## src/rtl/delay_line.sv

```systemverilog
`default_nettype none
// ============================================================================
// Module   : delay_line
// Purpose  : Programmable-depth tagged delay line. Each sample carries a valid
//            tag. It emerges dly ce-cycles after entry, where dly is clamped to
//            the range 1..DEPTH. Changing the delay or asserting flush drops
//            every in-flight tag. Data values are never altered by these
//            events, so stale data can reach out_data but is never marked
//            valid.
// Ports    : ck        - clock, rising edge
//            rst       - synchronous active-high reset
//            ce        - clock enable, advances the line one stage
//            flush     - clears every valid tag, including the entering one
//            dly       - requested delay in ce-cycles (DW bits)
//            in_valid  - input sample tag
//            in_data   - input sample (WIDTH bits)
//            out_valid - tag of the delayed sample
//            out_data  - delayed sample (WIDTH bits)
//            fill      - ce-cycles since the last clear, saturating at dly_q
//                        (only when DELAY_LINE_FILL_EN is defined)
//            primed    - registered (fill == dly_q)
//                        (only when DELAY_LINE_FILL_EN is defined)
// Options  : DELAY_LINE_FILL_EN - adds the fill / primed outputs
// Revision : 1.0 - initial release
// ============================================================================
module delay_line #(
  parameter int               WIDTH = 8,
  parameter int               DEPTH = 16,
  parameter logic [WIDTH-1:0] INIT  = '0,
  localparam int              DW    = $clog2(DEPTH + 1)
) (
  input  logic             ck,
  input  logic             rst,
  input  logic             ce,
  input  logic             flush,
  input  logic [DW-1:0]    dly,
  input  logic             in_valid,
  input  logic [WIDTH-1:0] in_data,
  output logic             out_valid,
  output logic [WIDTH-1:0] out_data
`ifdef DELAY_LINE_FILL_EN
  ,
  output logic [DW-1:0]    fill,
  output logic             primed
`endif
);

  logic [DEPTH-1:0][WIDTH-1:0] data_q, data_d;
  logic [DEPTH-1:0]            valid_q, valid_d;
  logic [DW-1:0]               dly_q, dly_d;
  logic [DW-1:0]               dly_clamp;
  logic                        dly_chg;

  // Clamp the requested delay into 1..DEPTH.
  always_comb begin
    dly_clamp = dly;
    if (dly == '0) begin
      dly_clamp = DW'(1);
    end else if (dly > DW'(DEPTH)) begin
      dly_clamp = DW'(DEPTH);
    end
  end

  assign dly_chg = (dly_clamp != dly_q);

  // Next state of the stage array. Reset overrides everything. Flush and a
  // delay change only touch the tags, so a shift still moves the data.
  always_comb begin
    data_d  = data_q;
    valid_d = valid_q;
    dly_d   = dly_clamp;
    if (ce) begin
      for (int i = DEPTH - 1; i >= 1; i--) begin
        data_d[i]  = data_q[i-1];
        valid_d[i] = valid_q[i-1];
      end
      data_d[0]  = in_data;
      valid_d[0] = in_valid;
    end
    if (flush || dly_chg) begin
      valid_d = '0;
    end
    if (rst) begin
      data_d  = {DEPTH{INIT}};
      valid_d = '0;
    end
  end

  always_ff @(posedge ck) begin
    data_q  <= data_d;
    valid_q <= valid_d;
    dly_q   <= dly_d;
  end

  // The output tap is selected by dly_q only, so out_* depend on registers
  // alone and have no path from any input.
  always_comb begin
    out_data  = data_q[0];
    out_valid = valid_q[0];
    for (int i = 0; i < DEPTH; i++) begin
      if (dly_q == DW'(i + 1)) begin
        out_data  = data_q[i];
        out_valid = valid_q[i];
      end
    end
  end

`ifdef DELAY_LINE_FILL_EN
  logic [DW-1:0] fill_q, fill_d;
  logic          primed_q;

  // fill counts ce edges since the last tag clear. Once it reaches dly_q, the
  // sample at the output tap entered after that clear.
  always_comb begin
    fill_d = fill_q;
    if (rst || flush || dly_chg) begin
      fill_d = '0;
    end else if (ce && (fill_q < dly_q)) begin
      fill_d = fill_q + DW'(1);
    end
  end

  always_ff @(posedge ck) begin
    fill_q <= fill_d;
    if (rst) begin
      primed_q <= 1'b0;
    end else begin
      primed_q <= (fill_d == dly_d);
    end
  end

  assign fill   = fill_q;
  assign primed = primed_q;
`endif

endmodule
`default_nettype wire

```

## config.mk

```make
export PLATFORM = sky130hd
export DESIGN_NAME = delay_line
export DESIGN_NICKNAME = d
export VERILOG_FILES = /design/src/rtl/delay_line.sv
export SDC_FILE = /design/constraint.sdc
export NUM_CORES = 1
export LEC_CHECK = 0
export BUFFER_PORTS_ARGS = -buffer_cell sky130_fd_sc_hd__buf_2
export CORE_MARGIN = 1
export CORE_UTILIZATION = 50
export CTS_CLUSTER_DIAMETER = 100
export DETAILED_ROUTE_END_ITERATION = 8
export PLACE_DENSITY_LB_ADDON = 0.08
export SYNTH_ARGS = -nofsm -noshare
export SYNTH_HDL_FRONTEND = slang
export SYNTH_SLANG_ARGS = --single-unit
```

## constraint.sdc

```tcl
create_clock -name ck -period 3.7 [get_ports ck]
set_clock_uncertainty 0.2 [all_clocks]
set_input_delay 0.37 -clock ck [delete_from_list [all_inputs] [get_ports ck]]
set_output_delay 0.37 -clock ck [all_outputs]
set_load 0.02 [all_outputs]
```

==> impl_summary.log <==
[metrics] endpoint arrival time on the critical path: 2.81 ns
[metrics] placeable core region: 0.0132 sq mm
[metrics] global-route usage over all layers: 0.264
[metrics] die width: 119 um
[metrics] most frequent cells in the layout: sky130_fd_sc_hd__nor2_1, sky130_fd_sc_hd__dfxtp_1, sky130_fd_sc_hd__mux2i_1
[metrics] leakage power: 3.17 nW
[metrics] worst slack at placement: 0.795 ns
[metrics] sequential share of the synthesized area: 0.439
[metrics] maximum number of buffers from clock root to sink: 2
[metrics] outcome: finished clean
[metrics] count of port buffers added during placement: 26
[metrics] fraction of layout instances using a drive strength above 1: 0.101
[metrics] FMAX: 0.296 GHz
[metrics] required time of the critical path: 3.13 ns
[metrics] max-capacitance violation count: 0
[metrics] CTS Hold Bufs: 8
[metrics] area added between synthesis and finish: 12.8%
[metrics] count of final hold-check violations: 0
[metrics] most common flop cell mapped by yosys: sky130_fd_sc_hd__dfxtp_1
[metrics] number of violations reported at the end of detailed-routing iteration 0: 427
[metrics] Setup crit end kind: output pin
[metrics] pin count of the biggest net entering global routing: 71
[metrics] effective utilization at floorplan: 0.513
[metrics] wire length of the first global-routing pass: 28800 um
[metrics] final net count: 776
[metrics] detailed-route vias per instance: 5.74
[metrics] full die area: 0.0141 sq mm
[metrics] part of the cycle the worst path needs: 0.913
[metrics] number of sinks driven by the clock tree: 149
[metrics] actual slew at the worst max-slew pin: 0.743 ns
[metrics] cell accounting for the most synthesized area: sky130_fd_sc_hd__dfxtp_1
[metrics] Power Dens Cells: 477 mW/mm^2
[metrics] area share of the largest cell type after synthesis: 0.439
[metrics] final count of negative-setup-slack endpoints: 0
[metrics] Yosys warnings: 0
[metrics] shortest period the worst path allows: 3.38 ns
[metrics] post-cts resize count: 0
[metrics] Crit Path Max Fanout: 15
[metrics] via count of the first global-routing pass: 5158
[metrics] clock insertion delay at the later pin of the skew report: 0.43 ns
[metrics] clock tree from TritonCTS: done
[metrics] Die Y-Extent: 119 um
[metrics] worst-case headroom to the max-slew limit: 0.505
[metrics] max-slew violations: 0
[metrics] async set-reset flop share out of synthesis: 0
[metrics] estimated wirelength of the detail-placed design: 12300 um
[metrics] number of optimization iterations in the first detailed-route pass: 7
[metrics] maximum ir drop on the vdd rail: 0.342 mV
[metrics] Yosys cell types: 58
[metrics] DRC violations left: 0
[metrics] Netlist Area Pre-Place: 0.00680 sq mm
[metrics] worst hold path class: in -> reg
[metrics] total negative setup slack: 0 ns
[metrics] gpl congestion: 0.971
[metrics] number of instances in the synthesized netlist: 746
[metrics] synthesized area per cell: 9.11 sq um
[metrics] buffer type at the clock tree root: sky130_fd_sc_hd__clkbuf_16
[metrics] clock input transition at the sequential cells of the worst setup and hold paths: 0.06 ns
[metrics] number of inserted diodes: 0
[metrics] Mapped Nets: 764
[metrics] sum of overflow across all layers after global routing: 0
[metrics] post-detailed-route wirelength per cell: 18.5 um
[metrics] cell row count: 42
[metrics] final critical-path setup slack: 0.321 ns
[metrics] number of synthesized register bits: 149
[metrics] worst setup path category: reg -> out
[metrics] number of top-level pins: 27
[metrics] Total Wirelength: 17500 um
[metrics] number of enable-type register cells in the synthesized netlist: 0
[metrics] maximum level of the CTS H-tree: 4
[metrics] tightest hold margin: 0.0220 ns
[metrics] via count of the routed design: 5433
[metrics] top cells by area, synth: sky130_fd_sc_hd__dfxtp_1, sky130_fd_sc_hd__mux2i_1, sky130_fd_sc_hd__nor2_1, sky130_fd_sc_hd__o21ai_0, sky130_fd_sc_hd__a21oi_1
[metrics] leading cell type in the layout, fill and taps excluded: sky130_fd_sc_hd__nor2_1
[metrics] initial antenna violation count: 0
[metrics] setup repair after global routing missed its margin: no
[metrics] number of CTS-inserted buffers: 17
[metrics] startpoint kind of the worst setup timing path: flop
[metrics] Setup Buffers After CTS: 0
[metrics] number of nets with antenna violations after detailed routing: 0
==> routing by layer <==
metal  share of wire  routed length [um]  vias to the layer above  global-route usage
met5               0                   0                        -                   0
met3           0.045                 798                       25              0.0458
met4           0.017                 296                        0              0.0981
met1            0.48                8450                     2602               0.366
li1                -                   -                     2677                   -
met2            0.46                8000                      129               0.410
==> cells in the mapped netlist, drive strengths merged (2+ instances only) <==
cell type,number
nand2,26
dfxtp,149
a21oi,23
a31oi,3
nand2b,4
o22a,10
buf,34
o211ai,2
or3b,3
nor3b,5
a221o,2
clkbuf,21
or3,4
o31ai,2
nor2,171
xor2,2
nor3,5
o32a,2
a221oi,8
o2bb2ai,3
inv,4
a22o,4
nor2b,6
mux2i,146
o22ai,8
and3b,2
nor4,2
a32oi,2
or2,3
nand3,17
xnor2,2
nand3b,3
a211oi,7
nor4b,2
o32ai,3
and2,2
o21ai,38
o2111ai,5
o221ai,2
==> power breakdown <==
| part | leakage (nW) | internal, mW | switching [mW] |
|---|---|---|---|
| Combinational | 1.68 | 0.122 | 0.202 |
| Sequential | 1.20 | 1.62 | 0.0207 |
| Clock | 0.283 | 1.04 | 0.652 |
| Total | 3.17 | 2.78 | 0.875 |
==> area by class of cell <==
| type | instances | area [sq um] |
|---|---|---|
| fillers | 1238 | 5570 |
| multi-input cells | 538 | 3540 |
| flip-flops and latches | 149 | 2980 |
| clock buffers | 23 | 478 |
| repair buffers | 48 | 339 |
| well taps | 176 | 220 |
| clock inverters | 8 | 100 |
| inverters | 4 | 15.0 |
==> stage by stage <==
stage          cell area (sq um)  cells   util  power (mW)
2_1_floorplan               6800    746      -        1.90
3_3_place_gp                7010    907  0.530        1.99
3_5_place_dp                7010    907  0.530        1.99
4_1_cts                     7670    946  0.579        3.69
5_1_grt                     7670    946  0.579        3.77
6_report                    7670    946  0.579        3.66
==> logic make-up after synthesis <==
kind of cell	share of synthesized area
DFF	0.439
buffers and inverters	0.0410
AOI/OAI and AO/OA	0.130
muxes	0.215
xor gates and xnor gates	0.00515
and+or+nand+nor	0.170
==> final timing paths <==
kind / slack [ns] / endpoint / depth (start not counted) / start
worst max-delay path: 0.32 / out_data[0] / 7 / dly_q[1]
worst min-delay path: 0.02 / data_q[6] / 3 / in_data[6]
worst max register to register: 1.33 / valid_q[1] / 6 / dly_q[2]
worst min register to register: 0.30 / data_q[124] / 2 / data_q[124]
==> registers in the layout, indices dropped and copies added, names as in the netlist <==
| signal | cells |
|---|---|
| data_q | 128 |
| dly_q | 5 |
| valid_q | 16 |
==> worst max-delay path, stage by stage, from the launching register on <==
cell and delay, ns:
sky130_fd_sc_hd__dfxtp_1 0.59, sky130_fd_sc_hd__buf_4 0.28, sky130_fd_sc_hd__nor4b_4 0.51, sky130_fd_sc_hd__o21ai_0 0.19, sky130_fd_sc_hd__a22oi_1 0.22, sky130_fd_sc_hd__a211oi_1 0.11, sky130_fd_sc_hd__o21ai_0 0.27, sky130_fd_sc_hd__buf_2 0.22
Power figures use the tool's default switching activity.
